===== config.mk =====
export PLATFORM = sky130hd
export DESIGN_NAME = btn_conditioner_flat
export DESIGN_NICKNAME = d
export VERILOG_FILES = /design/src/rtl/slc3_io_pkg.sv /design/src/rtl/btn_conditioner_if.sv /design/src/rtl/btn_debounce.sv /design/src/rtl/btn_conditioner.sv /design/src/flat_wrapper.sv
export SDC_FILE = /design/constraint.sdc
export NUM_CORES = 1
export LEC_CHECK = 0
export BUFFER_PORTS_ARGS = -buffer_cell sky130_fd_sc_hd__buf_2
export CORE_AREA = 2 2 99 101
export CTS_CLUSTER_SIZE = 12
export DETAILED_ROUTE_END_ITERATION = 16
export DIE_AREA = 0 0 101 103
export PLACE_DENSITY = 0.54
export SYNTH_ARGS = -nofsm -noshare
export SYNTH_HDL_FRONTEND = slang
export SYNTH_HIERARCHICAL = 1
export SYNTH_SLANG_ARGS = --single-unit

===== constraint.sdc =====
create_clock -name Clk -period 2.44 [get_ports Clk]
set_clock_uncertainty 0.15 [all_clocks]
set_input_delay 0.122 -clock Clk [delete_from_list [all_inputs] [get_ports Clk]]
set_output_delay 0.122 -clock Clk [all_outputs]
set_load 0.02 [all_outputs]

===== src/rtl/slc3_io_pkg.sv =====
// Shared constants and types for the SLC-3 board I/O conditioning blocks.
package slc3_io_pkg;
  localparam int DEBOUNCE_DEFAULT = 500000;  // 10 ms at 50 MHz
  localparam int SIM_DEBOUNCE     = 8;
  localparam int NUM_BTN          = 2;

  typedef enum logic {BTN_RUN = 1'b0, BTN_CONT = 1'b1} btn_idx_t;
endpackage


===== src/rtl/btn_conditioner_if.sv =====
// Raw board inputs and conditioned outputs between the board pins and slc3/ISDU.
interface btn_conditioner_if #(parameter int SW_WIDTH = 16);
  logic                Run_raw;
  logic                Continue_raw;
  logic [SW_WIDTH-1:0] S_raw;
  logic                Run;
  logic                Continue;
  logic                Run_pulse;
  logic                Cont_pulse;
  logic [SW_WIDTH-1:0] S;

  modport master (output Run_raw, Continue_raw, S_raw,
                  input  Run, Continue, Run_pulse, Cont_pulse, S);
  modport slave  (input  Run_raw, Continue_raw, S_raw,
                  output Run, Continue, Run_pulse, Cont_pulse, S);
endinterface


===== src/rtl/btn_debounce.sv =====
// One active-low push button: 2-flop sync, stability counter, stable level and press pulse.
module btn_debounce
  import slc3_io_pkg::*;
#(
  parameter int DEBOUNCE_CYCLES = DEBOUNCE_DEFAULT
) (
  input  logic Clk,
  input  logic Reset,
  input  logic raw,
  output logic level,
  output logic pulse
);
  localparam int               CNT_W    = $clog2(DEBOUNCE_CYCLES);
  localparam logic [CNT_W-1:0] CNT_TERM = CNT_W'(DEBOUNCE_CYCLES - 1);

  logic [1:0]       sync;
  logic [CNT_W-1:0] cnt;

  always_ff @(posedge Clk or negedge Reset) begin
    if (!Reset) begin
      sync  <= 2'b11;
      cnt   <= '0;
      level <= 1'b1;
      pulse <= 1'b0;
    end else begin
      sync  <= {sync[0], raw};
      pulse <= 1'b0;
      if (sync[1] == level) begin
        cnt <= '0;
      end else if (cnt == CNT_TERM) begin
        level <= sync[1];
        cnt   <= '0;
        // only a 1->0 transition (press) pulses; level still holds the old value here
        pulse <= level;
      end else begin
        cnt <= cnt + CNT_W'(1);
      end
    end
  end
endmodule


===== src/rtl/btn_conditioner.sv =====
// Board input conditioner: debounced Run/Continue levels and press pulses, synced switches.
module btn_conditioner
  import slc3_io_pkg::*;
#(
  parameter int DEBOUNCE_CYCLES = DEBOUNCE_DEFAULT,
  parameter int SW_WIDTH        = 16
) (
  input  logic              Clk,
  input  logic              Reset,
  btn_conditioner_if.slave  io
);
  logic [NUM_BTN-1:0] raw_v;
  logic [NUM_BTN-1:0] lvl_v;
  logic [NUM_BTN-1:0] pls_v;

  assign raw_v[BTN_RUN]  = io.Run_raw;
  assign raw_v[BTN_CONT] = io.Continue_raw;

  btn_debounce #(.DEBOUNCE_CYCLES(DEBOUNCE_CYCLES)) u_btn [NUM_BTN-1:0] (
    .Clk   (Clk),
    .Reset (Reset),
    .raw   (raw_v),
    .level (lvl_v),
    .pulse (pls_v)
  );

  assign io.Run        = lvl_v[BTN_RUN];
  assign io.Continue   = lvl_v[BTN_CONT];
  assign io.Run_pulse  = pls_v[BTN_RUN];
  assign io.Cont_pulse = pls_v[BTN_CONT];

  // switches are static levels, so synchronise only
  logic [1:0][SW_WIDTH-1:0] s_sync;

  always_ff @(posedge Clk or negedge Reset) begin
    if (!Reset) s_sync <= '0;
    else        s_sync <= {s_sync[0], io.S_raw};
  end

  assign io.S = s_sync[1];
endmodule

===== src/flat_wrapper.sv =====
// flat-port wrapper written by rule: the top's interface ports become plain ports
module btn_conditioner_flat import slc3_io_pkg::*;
#(
  parameter int DEBOUNCE_CYCLES = DEBOUNCE_DEFAULT,
  parameter int SW_WIDTH        = 16
)
  (Clk, Reset, io_Run_raw, io_Continue_raw, io_S_raw, io_Run, io_Continue, io_Run_pulse, io_Cont_pulse, io_S);
  btn_conditioner_if #(.SW_WIDTH(SW_WIDTH)) io_i ();
  input  logic Clk;
  input  logic Reset;
  input wire logic [$bits(io_i.Run_raw)-1:0] io_Run_raw;
  input wire logic [$bits(io_i.Continue_raw)-1:0] io_Continue_raw;
  input wire logic [$bits(io_i.S_raw)-1:0] io_S_raw;
  output wire logic [$bits(io_i.Run)-1:0] io_Run;
  output wire logic [$bits(io_i.Continue)-1:0] io_Continue;
  output wire logic [$bits(io_i.Run_pulse)-1:0] io_Run_pulse;
  output wire logic [$bits(io_i.Cont_pulse)-1:0] io_Cont_pulse;
  output wire logic [$bits(io_i.S)-1:0] io_S;
  assign io_i.Run_raw = io_Run_raw;
  assign io_i.Continue_raw = io_Continue_raw;
  assign io_i.S_raw = io_S_raw;
  assign io_Run = io_i.Run;
  assign io_Continue = io_i.Continue;
  assign io_Run_pulse = io_i.Run_pulse;
  assign io_Cont_pulse = io_i.Cont_pulse;
  assign io_S = io_i.S;
  btn_conditioner #(.DEBOUNCE_CYCLES(DEBOUNCE_CYCLES), .SW_WIDTH(SW_WIDTH)) u_core (.Clk(Clk), .Reset(Reset), .io(io_i));
endmodule

==> flow_summary_export.csv <==
group,metric,value,unit
setup_path,reg2reg_slack,380,ps
yosys,yosysTopAreaCell,"dfrtp_1",
die,die_y,103,um
setup_path,required,2530,ps
die,dieArea,10400,um2
yosys,synthCells,268,
die,core-area,9460,um2
detailed_routing,via_per_inst,4.66,
outcome,outcome,"finished clean",
clocking,postCtsHoldBufs,19,
power,power_density,644,nW/um2
global_routing,met1_usage,0.158,
clocking,clk_latency,340,ps
setup_path,r2r_start,"u_core/u_btn[0]/cnt[0]",
sta,fin_setup_tns,0,ps
setup_path,worstSetupStartpointType,"flip-flop",
yosys,synth_common_cells,"72 x dfrtp_1, 36 x nor2_1, 24 x xnor2_1, 18 x nand4_1, 16 x buf_4",
setup_path,reg2reg_to,"u_core/u_btn[0]/cnt[18]",
global_routing,use_met2,0.193,
detailed_routing,vias,2053,
die,die_w,101,um
yosys,synth_most_common_cell,"dfrtp_1",
setup_path,crit_path_end_kind,"flip-flop",
clocking,cts-root-buf,"clkbuf_8",
clocking,cts_resized,0,
yosys,yosysTopAreaCellShare,0.569,
power,ir_drop,0.281,mV
sta,period_minus_slack,2060,ps
setup_path,worst-path-max-fanout,6,
yosys,ys_types,30,
clocking,clkTransAtPathRegs,90,ps
yosys,netlist_area,3170,um2
global_routing,track_usage,0.123,
clocking,clock_path_buffers,2,
yosys,yosysSeqAreaShare,0.619,
global_routing,grt_use_met3,0.0488,
die,start_util,0.335,
global_routing,overflow,0,
sta,clock.fmax,0.486,GHz
yosys,synthTopCellsByArea,"dfrtp_1 57%, xnor2_1 6.6%, dfstp_2 5.0%",
placed_design,gp_congestion,0.785,
global_routing,antenna_found_initial,0,
clocking,tritoncts,"yes",
yosys,syn_nets,290,
sta,finalHoldViolCount,0,
placed_design,hpwlAfterDp,3.80,mm
global_routing,grt_max_degree,42,
cells_and_area,num_antenna_cells,0,
setup_path,crit_family,"simple AND/OR/NAND/NOR gates",
setup_path,timing_worst_setup_path_type,"flip-flop to flip-flop",
cells_and_area,area_growth,20.4,%
detailed_routing,ant_nets,0,
yosys,ys_seq_elements,78,
placed_design,io_buffer_count,39,
cells_and_area,fin_nets,344,
sta,period_share,0.842,
setup_path,r2r_cells,6,
setup_path,crit_start,"u_core/u_btn[0]/cnt[0]",
yosys,syn_avg_cell_area,11.8,um2
clocking,cts_sinks,78,
setup_path,cp_cell_sequence,"ha_1 -> nand4_1 -> nor4_1 -> buf_4 -> a31o_2 -> a21oi_1",
setup_path,worstPathArrival,2150,ps
detailed_routing,drt_first_pass_iters,4,
detailed_routing,wl_per_cell,13.0,um
clocking,h-tree-depth,3,
detailed_routing,drc,0,
setup_path,slowest_stage,"dfrtp_1",
cells_and_area,fill_cells,910,
sta,setup_viol,0,
global_routing,grt_pass1_vias,2016,
detailed_routing,drtIter0Drc,127,
sta,tightest_slew,577,ps
clocking,post_cts.repair.setup_buffers,0,
global_routing,grt_pass1_wl,9.79,mm
global_routing,busiest_layer,"met2",
setup_path,cpPeakStageDelay,450,ps
sta,max_slew_margin,0.612,
die,io_pins,40,
die,num_rows,36,
yosys,synth_edf_count,0,
yosys,ys_warn_count,6,
sta,rsz0062_at_grt,"no",
power,leakage,1.58,nW
clocking,cts_buffers,9,
cells_and_area,drive_above_1_share,0.245,
sta,holdWs,144,ps
setup_path,crit_buf_inv,1,
min_path,holdCritPathClass,"input port to async pin",
sta,maxSlewViolCount,0,
yosys,synth_top_flop_cell,"dfrtp_1",
yosys,synthArstFlopShare,1.00,
job,maxCapViolations,0,
detailed_routing,wirelength,5.72,mm
==> worst max-delay path by stage <==
stage	to	depth (start not counted)
after floorplan	u_core/u_btn[0]/cnt[10]	5
after global placement	u_core/u_btn[0]/cnt[18]	6
after detailed placement	u_core/u_btn[1]/cnt[0]	6
after CTS	u_core/u_btn[1]/cnt[0]	6
after global routing	u_core/u_btn[1]/cnt[18]	5
final	u_core/u_btn[0]/cnt[18]	6
==> through the flow <==
stage               utilization  instance area (um2)  total power (W)  setup slack, ps  cells
global route              0.403                 3810          0.00257              246    441
CTS                       0.403                 3810          0.00250              384    441
floorplan                     -                 3170          0.00144              582    268
global placement          0.362                 3420          0.00149              420    406
finish                    0.403                 3810          0.00245              384    441
detailed placement        0.362                 3420          0.00149              403    406
==> metal layers <==
metal / vias up / wire length (um)
li1: 1010 / -
met1: 987 / 2690
met2: 52 / 2690
met3: 4 / 285
met4: 0 / 61
met5: - / 0
==> state kept, by name, summed over array words and instances, names as in the netlist <==
signal	count
u_core/io.S	16
u_core/s_sync	16
u_core/u_btn/cnt	38
u_core/u_btn/level	2
u_core/u_btn/pulse	2
u_core/u_btn/sync	4
==> worst register-to-register path, delay by kind of cell, from the launching register on <==
kind	cells	cell delay [ps]
AOI/OAI and AO/OA	2	200
adders and majority gates	1	260
DFF	1	450
and+or+nand+nor	2	710
buffers and inverters	1	190
==> layout by cell type, fill, tap and decap left out <==
cell type,Yosys,final
dfrtp_1,72,72
buf_2,2,38
nor2_1,36,36
xnor2_1,24,24
dlygate4sd3_1,0,19
nand4_1,18,18
nand2_1,14,14
nand3_1,12,12
nor3_1,12,12
clkbuf_8,0,9
xor2_1,8,8
buf_4,16,7
inv_1,6,6
nor4_1,6,6
dfstp_2,6,6
nor4b_1,4,4
clkinvlp_4,0,2
inv_6,0,2
clkinv_2,0,2
nand4_2,2,2
or4_4,2,2
o21ai_0,2,2
or3_1,2,2
and4_1,2,2
o31ai_4,2,2
a21oi_2,2,2
and2_1,2,2
and3_1,2,2
a31o_2,2,2
a21oi_1,2,2
nor3b_1,2,2
mux2_2,2,2
ha_1,2,2
bufinv_16,0,1
buf_12,0,1
==> kinds of logic (layout without fill, tap and decap cells) <==
logic type               Yosys count  count (layout)  share of synthesized area
AND/OR/NAND/NOR                  116             116                      0.193
flip-flops                        78              78                      0.619
multiplexers                       2               2                    0.00711
XOR/XNOR                          32              32                     0.0885
adder cells (fa/ha/maj)            2               2                    0.00790
AO/OA/AOI/OAI                     10              10                     0.0308
buffers and inverters             28              87                     0.0538
==> power by group <==
| part | internal, W | switching [W] | total (W) |
|---|---|---|---|
| Combinational | 0.0000576 | 0.0000721 | 0.000130 |
| Clock | 0.000476 | 0.000494 | 0.000970 |
| Sequential | 0.00133 | 0.0000215 | 0.00135 |
| Total | 0.00187 | 0.000588 | 0.00245 |
==> area by class of cell <==
class	instances	area, um2	share of cell area
inverter	6	22.5	0.00591
clock inverter	7	72.6	0.0190
clock buffer	9	124	0.0325
sequential	78	1960	0.514
timing repair buffer	65	453	0.119
multi-input combinational	162	1040	0.272
tap	114	143	0.0374
(Power assumes the default switching activity.)
